[src/rtl/byte_lane_dly_loader_pkg.sv]
// Shared constants, FSM encoding and address helpers for the byte-lane delay loader.
// Table addresses: bit 4 selects input delays; low nibble is DQ0-7, DQS (8), DM (9, output only).
package byte_lane_dly_loader_pkg;

  localparam int DLY_ADDR_DQS = 8;
  localparam int DLY_ADDR_DM  = 9;
  localparam int DLY_IN_BIT   = 4;
  localparam int DLY_NUM_OUT  = 10;
  localparam int DLY_NUM_IN   = 9;
  localparam int DLY_NUM      = DLY_NUM_OUT + DLY_NUM_IN;

  localparam logic [4:0] DLY_ADDR_OUT_FIRST = 5'd0;
  localparam logic [4:0] DLY_ADDR_OUT_LAST  = 5'(DLY_ADDR_DM);
  localparam logic [4:0] DLY_ADDR_IN_FIRST  = 5'(1 << DLY_IN_BIT);
  localparam logic [4:0] DLY_ADDR_IN_LAST   = 5'((1 << DLY_IN_BIT) + DLY_ADDR_DQS);

  typedef enum logic [2:0] {
    ST_IDLE,
    ST_LOAD,
    ST_GAP,
    ST_SET,
    ST_DONE
  } state_e;

  function automatic logic dly_addr_valid(input logic [4:0] a);
    logic ok;
    if (a[DLY_IN_BIT]) ok = (a[3:0] < 4'(DLY_NUM_IN));
    else               ok = (a[3:0] < 4'(DLY_NUM_OUT));
    return ok;
  endfunction

  // Packs the sparse address space into a dense 0..18 index (outputs first).
  function automatic logic [4:0] dly_addr_idx(input logic [4:0] a);
    logic [4:0] idx;
    if (a[DLY_IN_BIT]) idx = 5'(DLY_NUM_OUT) + {1'b0, a[3:0]};
    else               idx = {1'b0, a[3:0]};
    return idx;
  endfunction

endpackage

[src/rtl/byte_lane_dly_loader_dly_table.sv]
// 19-entry shadow table of lane delays: one write port, a registered sequencer read port
// and a registered readback port. Invalid addresses are dropped on write and read as zero.
module dly_table
  import byte_lane_dly_loader_pkg::*;
#(
  parameter logic [7:0] DLY_DEFAULT = 8'h00
) (
  input  logic       clk_div,
  input  logic       rst,
  input  logic       wr_en,
  input  logic [4:0] wr_addr,
  input  logic [7:0] wr_data,
  input  logic       seq_en,
  input  logic [4:0] seq_addr,
  output logic [7:0] seq_data,
  input  logic [4:0] rd_addr,
  output logic [7:0] rd_data
);

  logic [7:0] mem_q [DLY_NUM];
  logic [7:0] seq_data_q;
  logic [7:0] rd_data_q;
  logic [7:0] rd_data_d;

  logic       wr_ok;
  logic       seq_ok;
  logic       rd_ok;
  logic [4:0] wr_idx;
  logic [4:0] seq_idx;
  logic [4:0] rd_idx;

  assign wr_ok   = wr_en && dly_addr_valid(wr_addr);
  assign seq_ok  = dly_addr_valid(seq_addr);
  assign rd_ok   = dly_addr_valid(rd_addr);
  assign wr_idx  = dly_addr_idx(wr_addr);
  assign seq_idx = dly_addr_idx(seq_addr);
  assign rd_idx  = dly_addr_idx(rd_addr);

  // Readback forwards a same-cycle write; the sequencer port deliberately does not,
  // so an entry being issued goes out with the value it held when it was selected.
  always_comb begin
    rd_data_d = 8'h00;
    if (rd_ok) begin
      if (wr_ok && (wr_idx == rd_idx)) rd_data_d = wr_data;
      else                             rd_data_d = mem_q[rd_idx];
    end
  end

  always_ff @(posedge clk_div or posedge rst) begin
    if (rst) begin
      for (int i = 0; i < DLY_NUM; i++) mem_q[i] <= DLY_DEFAULT;
    end else if (wr_ok) begin
      mem_q[wr_idx] <= wr_data;
    end
  end

  always_ff @(posedge clk_div or posedge rst) begin
    if (rst) begin
      seq_data_q <= 8'h00;
      rd_data_q  <= 8'h00;
    end else begin
      if (seq_en) seq_data_q <= seq_ok ? mem_q[seq_idx] : 8'h00;
      rd_data_q <= rd_data_d;
    end
  end

  assign seq_data = seq_data_q;
  assign rd_data  = rd_data_q;

endmodule

[src/rtl/byte_lane_dly_loader.sv]
// Streams the lane delay table into one DDR3 byte lane as ld_delay strobes, then one set.
// Outputs are registered from the next-state decode so the first load follows start by one cycle.
module byte_lane_dly_loader
  import byte_lane_dly_loader_pkg::*;
#(
  parameter logic [7:0] DLY_DEFAULT = 8'h00,
  parameter int         SET_GAP     = 0
) (
  input  logic       clk_div,
  input  logic       rst,
  input  logic       wr_en,
  input  logic [4:0] wr_addr,
  input  logic [7:0] wr_data,
  input  logic [4:0] rd_addr,
  output logic [7:0] rd_data,
  input  logic       start,
  input  logic [1:0] sel,
  output logic       busy,
  output logic       done,
  output logic [7:0] dly_data,
  output logic [4:0] dly_addr,
  output logic       ld_delay,
  output logic       set
);

  localparam logic [1:0] GAP_LAST = (SET_GAP > 0) ? 2'(SET_GAP - 1) : 2'd0;

  state_e     state_q, state_d;
  logic       in_q, in_d;
  logic [4:0] ent_q, ent_d;
  logic [1:0] gap_q, gap_d;
  logic       ld_q, ld_d;
  logic       set_q, set_d;
  logic       done_q, done_d;
  logic       busy_q, busy_d;
  logic       last_ent;

  always_comb begin
    state_d  = state_q;
    in_d     = in_q;
    ent_d    = ent_q;
    gap_d    = gap_q;
    // Output block ends at DM unless input delays follow; input block always ends at DQS.
    last_ent = (ent_q == DLY_ADDR_IN_LAST) || ((ent_q == DLY_ADDR_OUT_LAST) && !in_q);

    case (state_q)
      ST_IDLE, ST_DONE: begin
        state_d = ST_IDLE;
        if (start) begin
          in_d = sel[1];
          if (sel != 2'b00) begin
            state_d = ST_LOAD;
            ent_d   = sel[0] ? DLY_ADDR_OUT_FIRST : DLY_ADDR_IN_FIRST;
          end else begin
            state_d = ST_SET;
          end
        end
      end
      ST_LOAD: begin
        if (last_ent) begin
          state_d = (SET_GAP > 0) ? ST_GAP : ST_SET;
          gap_d   = GAP_LAST;
        end else if (ent_q == DLY_ADDR_OUT_LAST) begin
          ent_d = DLY_ADDR_IN_FIRST;
        end else begin
          ent_d = ent_q + 5'd1;
        end
      end
      ST_GAP: begin
        if (gap_q == 2'd0) state_d = ST_SET;
        else               gap_d   = gap_q - 2'd1;
      end
      ST_SET:  state_d = ST_DONE;
      default: state_d = ST_IDLE;
    endcase

    ld_d   = (state_d == ST_LOAD);
    set_d  = (state_d == ST_SET);
    done_d = (state_d == ST_DONE);
    busy_d = ld_d || set_d || (state_d == ST_GAP);
  end

  always_ff @(posedge clk_div or posedge rst) begin
    if (rst) begin
      state_q <= ST_IDLE;
      in_q    <= 1'b0;
      ent_q   <= 5'd0;
      gap_q   <= 2'd0;
      ld_q    <= 1'b0;
      set_q   <= 1'b0;
      done_q  <= 1'b0;
      busy_q  <= 1'b0;
    end else begin
      state_q <= state_d;
      in_q    <= in_d;
      ent_q   <= ent_d;
      gap_q   <= gap_d;
      ld_q    <= ld_d;
      set_q   <= set_d;
      done_q  <= done_d;
      busy_q  <= busy_d;
    end
  end

  dly_table #(
    .DLY_DEFAULT(DLY_DEFAULT)
  ) u_table (
    .clk_div (clk_div),
    .rst     (rst),
    .wr_en   (wr_en),
    .wr_addr (wr_addr),
    .wr_data (wr_data),
    .seq_en  (ld_d),
    .seq_addr(ent_d),
    .seq_data(dly_data),
    .rd_addr (rd_addr),
    .rd_data (rd_data)
  );

  assign dly_addr = ent_q;
  assign ld_delay = ld_q;
  assign set      = set_q;
  assign done     = done_q;
  assign busy     = busy_q;

endmodule

[config.mk]
export PLATFORM = sky130hd
export DESIGN_NAME = byte_lane_dly_loader
export DESIGN_NICKNAME = d
export VERILOG_FILES = /design/src/rtl/byte_lane_dly_loader_pkg.sv /design/src/rtl/byte_lane_dly_loader_dly_table.sv /design/src/rtl/byte_lane_dly_loader.sv
export SDC_FILE = /design/constraint.sdc
export NUM_CORES = 1
export LEC_CHECK = 0
export ABC_AREA = 1
export CAP_MARGIN = 20
export CORE_MARGIN = 2
export CORE_UTILIZATION = 52
export DETAILED_ROUTE_END_ITERATION = 8
export GPL_TIMING_DRIVEN = 0
export PLACE_DENSITY = 0.7
export SLEW_MARGIN = 20
export SYNTH_ARGS = -nofsm -noshare
export SYNTH_HDL_FRONTEND = slang
export SYNTH_HIERARCHICAL = 1
export SYNTH_SLANG_ARGS = --single-unit
export TNS_END_PERCENT = 10
[constraint.sdc]
create_clock -name clk_div -period 7.7 [get_ports clk_div]
set_clock_uncertainty 0.15 [all_clocks]
set_input_delay 1.925 -clock clk_div [delete_from_list [all_inputs] [get_ports clk_div]]
set_output_delay 1.925 -clock clk_div [all_outputs]
set_load 0.1 [all_outputs]
==> flow_summary.json <==
{
  "yosysTopAreaCell": "dfrtp_1",
  "clock-root-buffer": "clkbuf_16",
  "clock-sinks": 183,
  "rr_worst_depth": 22,
  "num_vias": 11300,
  "path_class": "primary input to flip-flop",
  "die_h_um": 149,
  "cts_setup_buffers": 0,
  "finalMaxSlewViolations": 0,
  "finalSetupTns_ns": 0,
  "postRouteAntennaNets": 0,
  "final_cells": 2043,
  "fp.dieW_um": 149,
  "routedWlPerCell_um": 19.8,
  "syn2layout_area_growth_pct": 12.9,
  "syn_nets": 1721,
  "synth-seq-cells": 183,
  "rsz0062_at_grt": "false",
  "htreeDepth": 4,
  "critPathRequiredTime_ns": 7.92,
  "slowest_stage": "clkbuf_1",
  "io_pins": 49,
  "crit_family": "simple AND/OR/NAND/NOR gates",
  "final_area_um2": 12300,
  "cp_cell_sequence": "clkdlybuf4s50_1 > inv_1 > nand2_1 > nand2_1 > o21ai_2 > nand2_1 > nand2_1 > nand2_1 > inv_1 > nand2_1 > nand2_1 > clkbuf_1 > nand2_1 > nand2_1 > nand2_1 > nand3_1 > nand3_1 > nand2_1 > nand2_1 > nand2_1",
  "drt_iter0_markers": 1290,
  "final_util": 0.593,
  "fin_crit_ns": 4.71,
  "hold_viol": 0,
  "cp.arrival_ns": 4.93,
  "p_total_mw": 5.54,
  "fin_nets": 1787,
  "timing.final.ws_setup_ns": 2.99,
  "synth_edf_count": 0,
  "rows": 53,
  "slew_headroom": 0.280,
  "syn_inst": 1690,
  "worst_slew_pin_slew_ns": 1.07,
  "place_ws_ns": 2.66,
  "cp-start-kind": "primary input",
  "async_flop_share": 1.00,
  "portBuffers": 46,
  "max-cap-violations": 0,
  "powerDensity_nw_per_um2": 449,
  "place_inst": 2012,
  "grt_max_degree": 88,
  "critPathCaptureType": "flip-flop",
  "cts_made_buffers": 17,
  "drive_above_1_share": 0.0628,
  "drt_wl_total_um": 40500,
  "cts_tree": "yes",
  "synth_area_um2": 10900,
  "initial_core_util": 0.525,
  "crit_path_max_incr_delay_ns": 0.57,
  "holdWs_ns": 0.324,
  "cts_resized": 0,
  "critPathMaxFanout": 10,
  "synth_top_cell_area_share": 0.419,
  "hold_depth": 2,
  "netlist_top_cells_area": "dfrtp_1 (42%), nand2_1 (30%), o21ai_0 (7.2%)",
  "fill_cells": 2071,
  "viasPerCell": 5.53,
  "min_path_type": "flip-flop to flip-flop",
  "drtPass1Iterations": 5,
  "core_um2": 20800,
  "irDropWorstVdd_v": 0.000214,
  "clockBufferDepth": 2,
  "setup_viol": 0,
  "crit_cells": 20,
  "ys_warn_count": 6,
  "fin_crit_sh": 0.612,
  "cts_hold_buffers": 0,
  "grt_use_total": 0.373,
  "status": "completed",
  "grt_pass1_vias": 10400,
  "place_congestion": 1.06,
  "drc_errors": 0,
  "leakage_nw": 6.39,
  "antenna_found_initial": 0,
  "grt_pass1_wl_um": 61000,
  "cp_num_buf_inv": 4,
  "cpMostUsedCell": "nand2_1",
  "clkLatencyLatePin_ns": 0.44,
  "synth_most_common_cell": "nand2_1",
  "avgSynthCellArea_um2": 6.47,
  "synthFlopType": "dfrtp_1",
  "placed_area_um2": 11800,
  "die-area_um2": 22200,
  "yosysUniqueCellTypes": 35,
  "synth_common_cells": "nand2_1 (875), dfrtp_1 (183), o21ai_0 (157)",
  "clk_pin_slew_ns": 0.07,
  "dp_hpwl_um": 29300,
  "ys_seq_area_frac": 0.419,
  "grt-ovfl-total": 0,
  "n_antenna_cell": 0,
  "max_freq_mhz": 212
}
==> state kept, by name (all words and copies together) (netlist names) <==
| register | flops |
|---|---|
| done | 1 |
| dly_addr | 5 |
| state_q | 3 |
| u_table/mem_q | 152 |
| u_table/seq_data | 8 |
| in_q | 1 |
| u_table/rd_data | 8 |
| set | 1 |
| gap_q | 2 |
| ld_delay | 1 |
| busy | 1 |
==> final cells by class <==
cell class	count	area (um^2)	area share
inverter	119	454	0.0368
multi-input combinational	1297	5490	0.445
timing repair buffer	47	488	0.0395
buffer	91	420	0.0340
clock buffer	18	429	0.0348
clock inverter	13	139	0.0112
tap	275	344	0.0279
sequential	183	4580	0.371
==> placed cells by master, fill, tap and decap left out, types with 2 or more instances in the layout <==
cell and count:
o21ai_0 157, a21oi_1 20, clkinvlp_4 5, inv_6 2
ha_1 7, nand2_2 5, nor2_2 8, nand3_1 93
clkdlybuf4s50_1 46, inv_2 7, inv_1 109, clkbuf_1 46
buf_6 4, buf_1 3, clkbuf_16 17, nor3_2 6
clkinv_1 2, inv_8 5, nand2_1 875, o21ai_2 3
dfrtp_1 183, o211ai_1 2, o21ai_1 28, nor2_1 73
buf_2 39, nand4_1 6
==> report_power, final <==
group          switching [mW]  internal (mW)
Sequential              0.222           1.21
Combinational            2.42          0.818
Clock                   0.418          0.455
Total                    3.06           2.48
==> routing by layer <==
metal | vias up | track usage | share of wire | wire (um)
met4 | 0 | 0.160 | 0.044 | 1770
met1 | 5242 | 0.493 | 0.41 | 16400
met5 | - | 0 | 0 | 0
met3 | 105 | 0.0761 | 0.098 | 3980
met2 | 570 | 0.597 | 0.45 | 18300
li1 | 5381 | - | - | -
==> logic make-up after synthesis <==
| kind of cell | share of synthesized area |
|---|---|
| DFF | 0.419 |
| buffers and inverters | 0.0793 |
| xor gates and xnor gates | 0.00309 |
| adders and majority gates | 0.00801 |
| muxes | 0.000915 |
| AOI/OAI and AO/OA | 0.101 |
| and+or+nand+nor | 0.390 |
==> worst paths after layout <==
path | startpoint | to | slack [ns]
max reg2reg | dly_addr[1]$_DFF_PP0_ | u_table/seq_data[4]$_DFFE_PP0P_ | 4.15
max | sel[0] | u_table/seq_data[4]$_DFFE_PP0P_ | 2.99
max in group asynchronous | rst | u_table/mem_q[117]$_DFFE_PP0P_ | 4.76
min | gap_q[1]$_DFFE_PP0P_ | gap_q[1]$_DFFE_PP0P_ | 0.32
min in group asynchronous | rst | u_table/rd_data[1]$_DFF_PP0_ | 1.84
min reg2reg | gap_q[1]$_DFFE_PP0P_ | gap_q[1]$_DFFE_PP0P_ | 0.32
==> worst reg2reg max path: stages, from the launching register on <==
cell      delay (ns)
dfrtp_1         0.45
inv_1           0.11
ha_1            0.14
inv_1           0.03
nor2_1          0.11
nand3_1         0.16
nand2_1         0.11
nand2_2         0.09
nand3_1         0.11
nand2_1         0.06
inv_1           0.07
buf_2           0.21
clkbuf_1        0.68
nand2_1         0.11
nand2_1         0.10
nand2_1         0.05
nand2_1         0.15
nand2_1         0.12
nand3_1         0.12
nand3_1         0.14
nand2_1         0.10
nand2_1         0.06
nand2_1         0.08
Power figures use the tool's default switching activity.
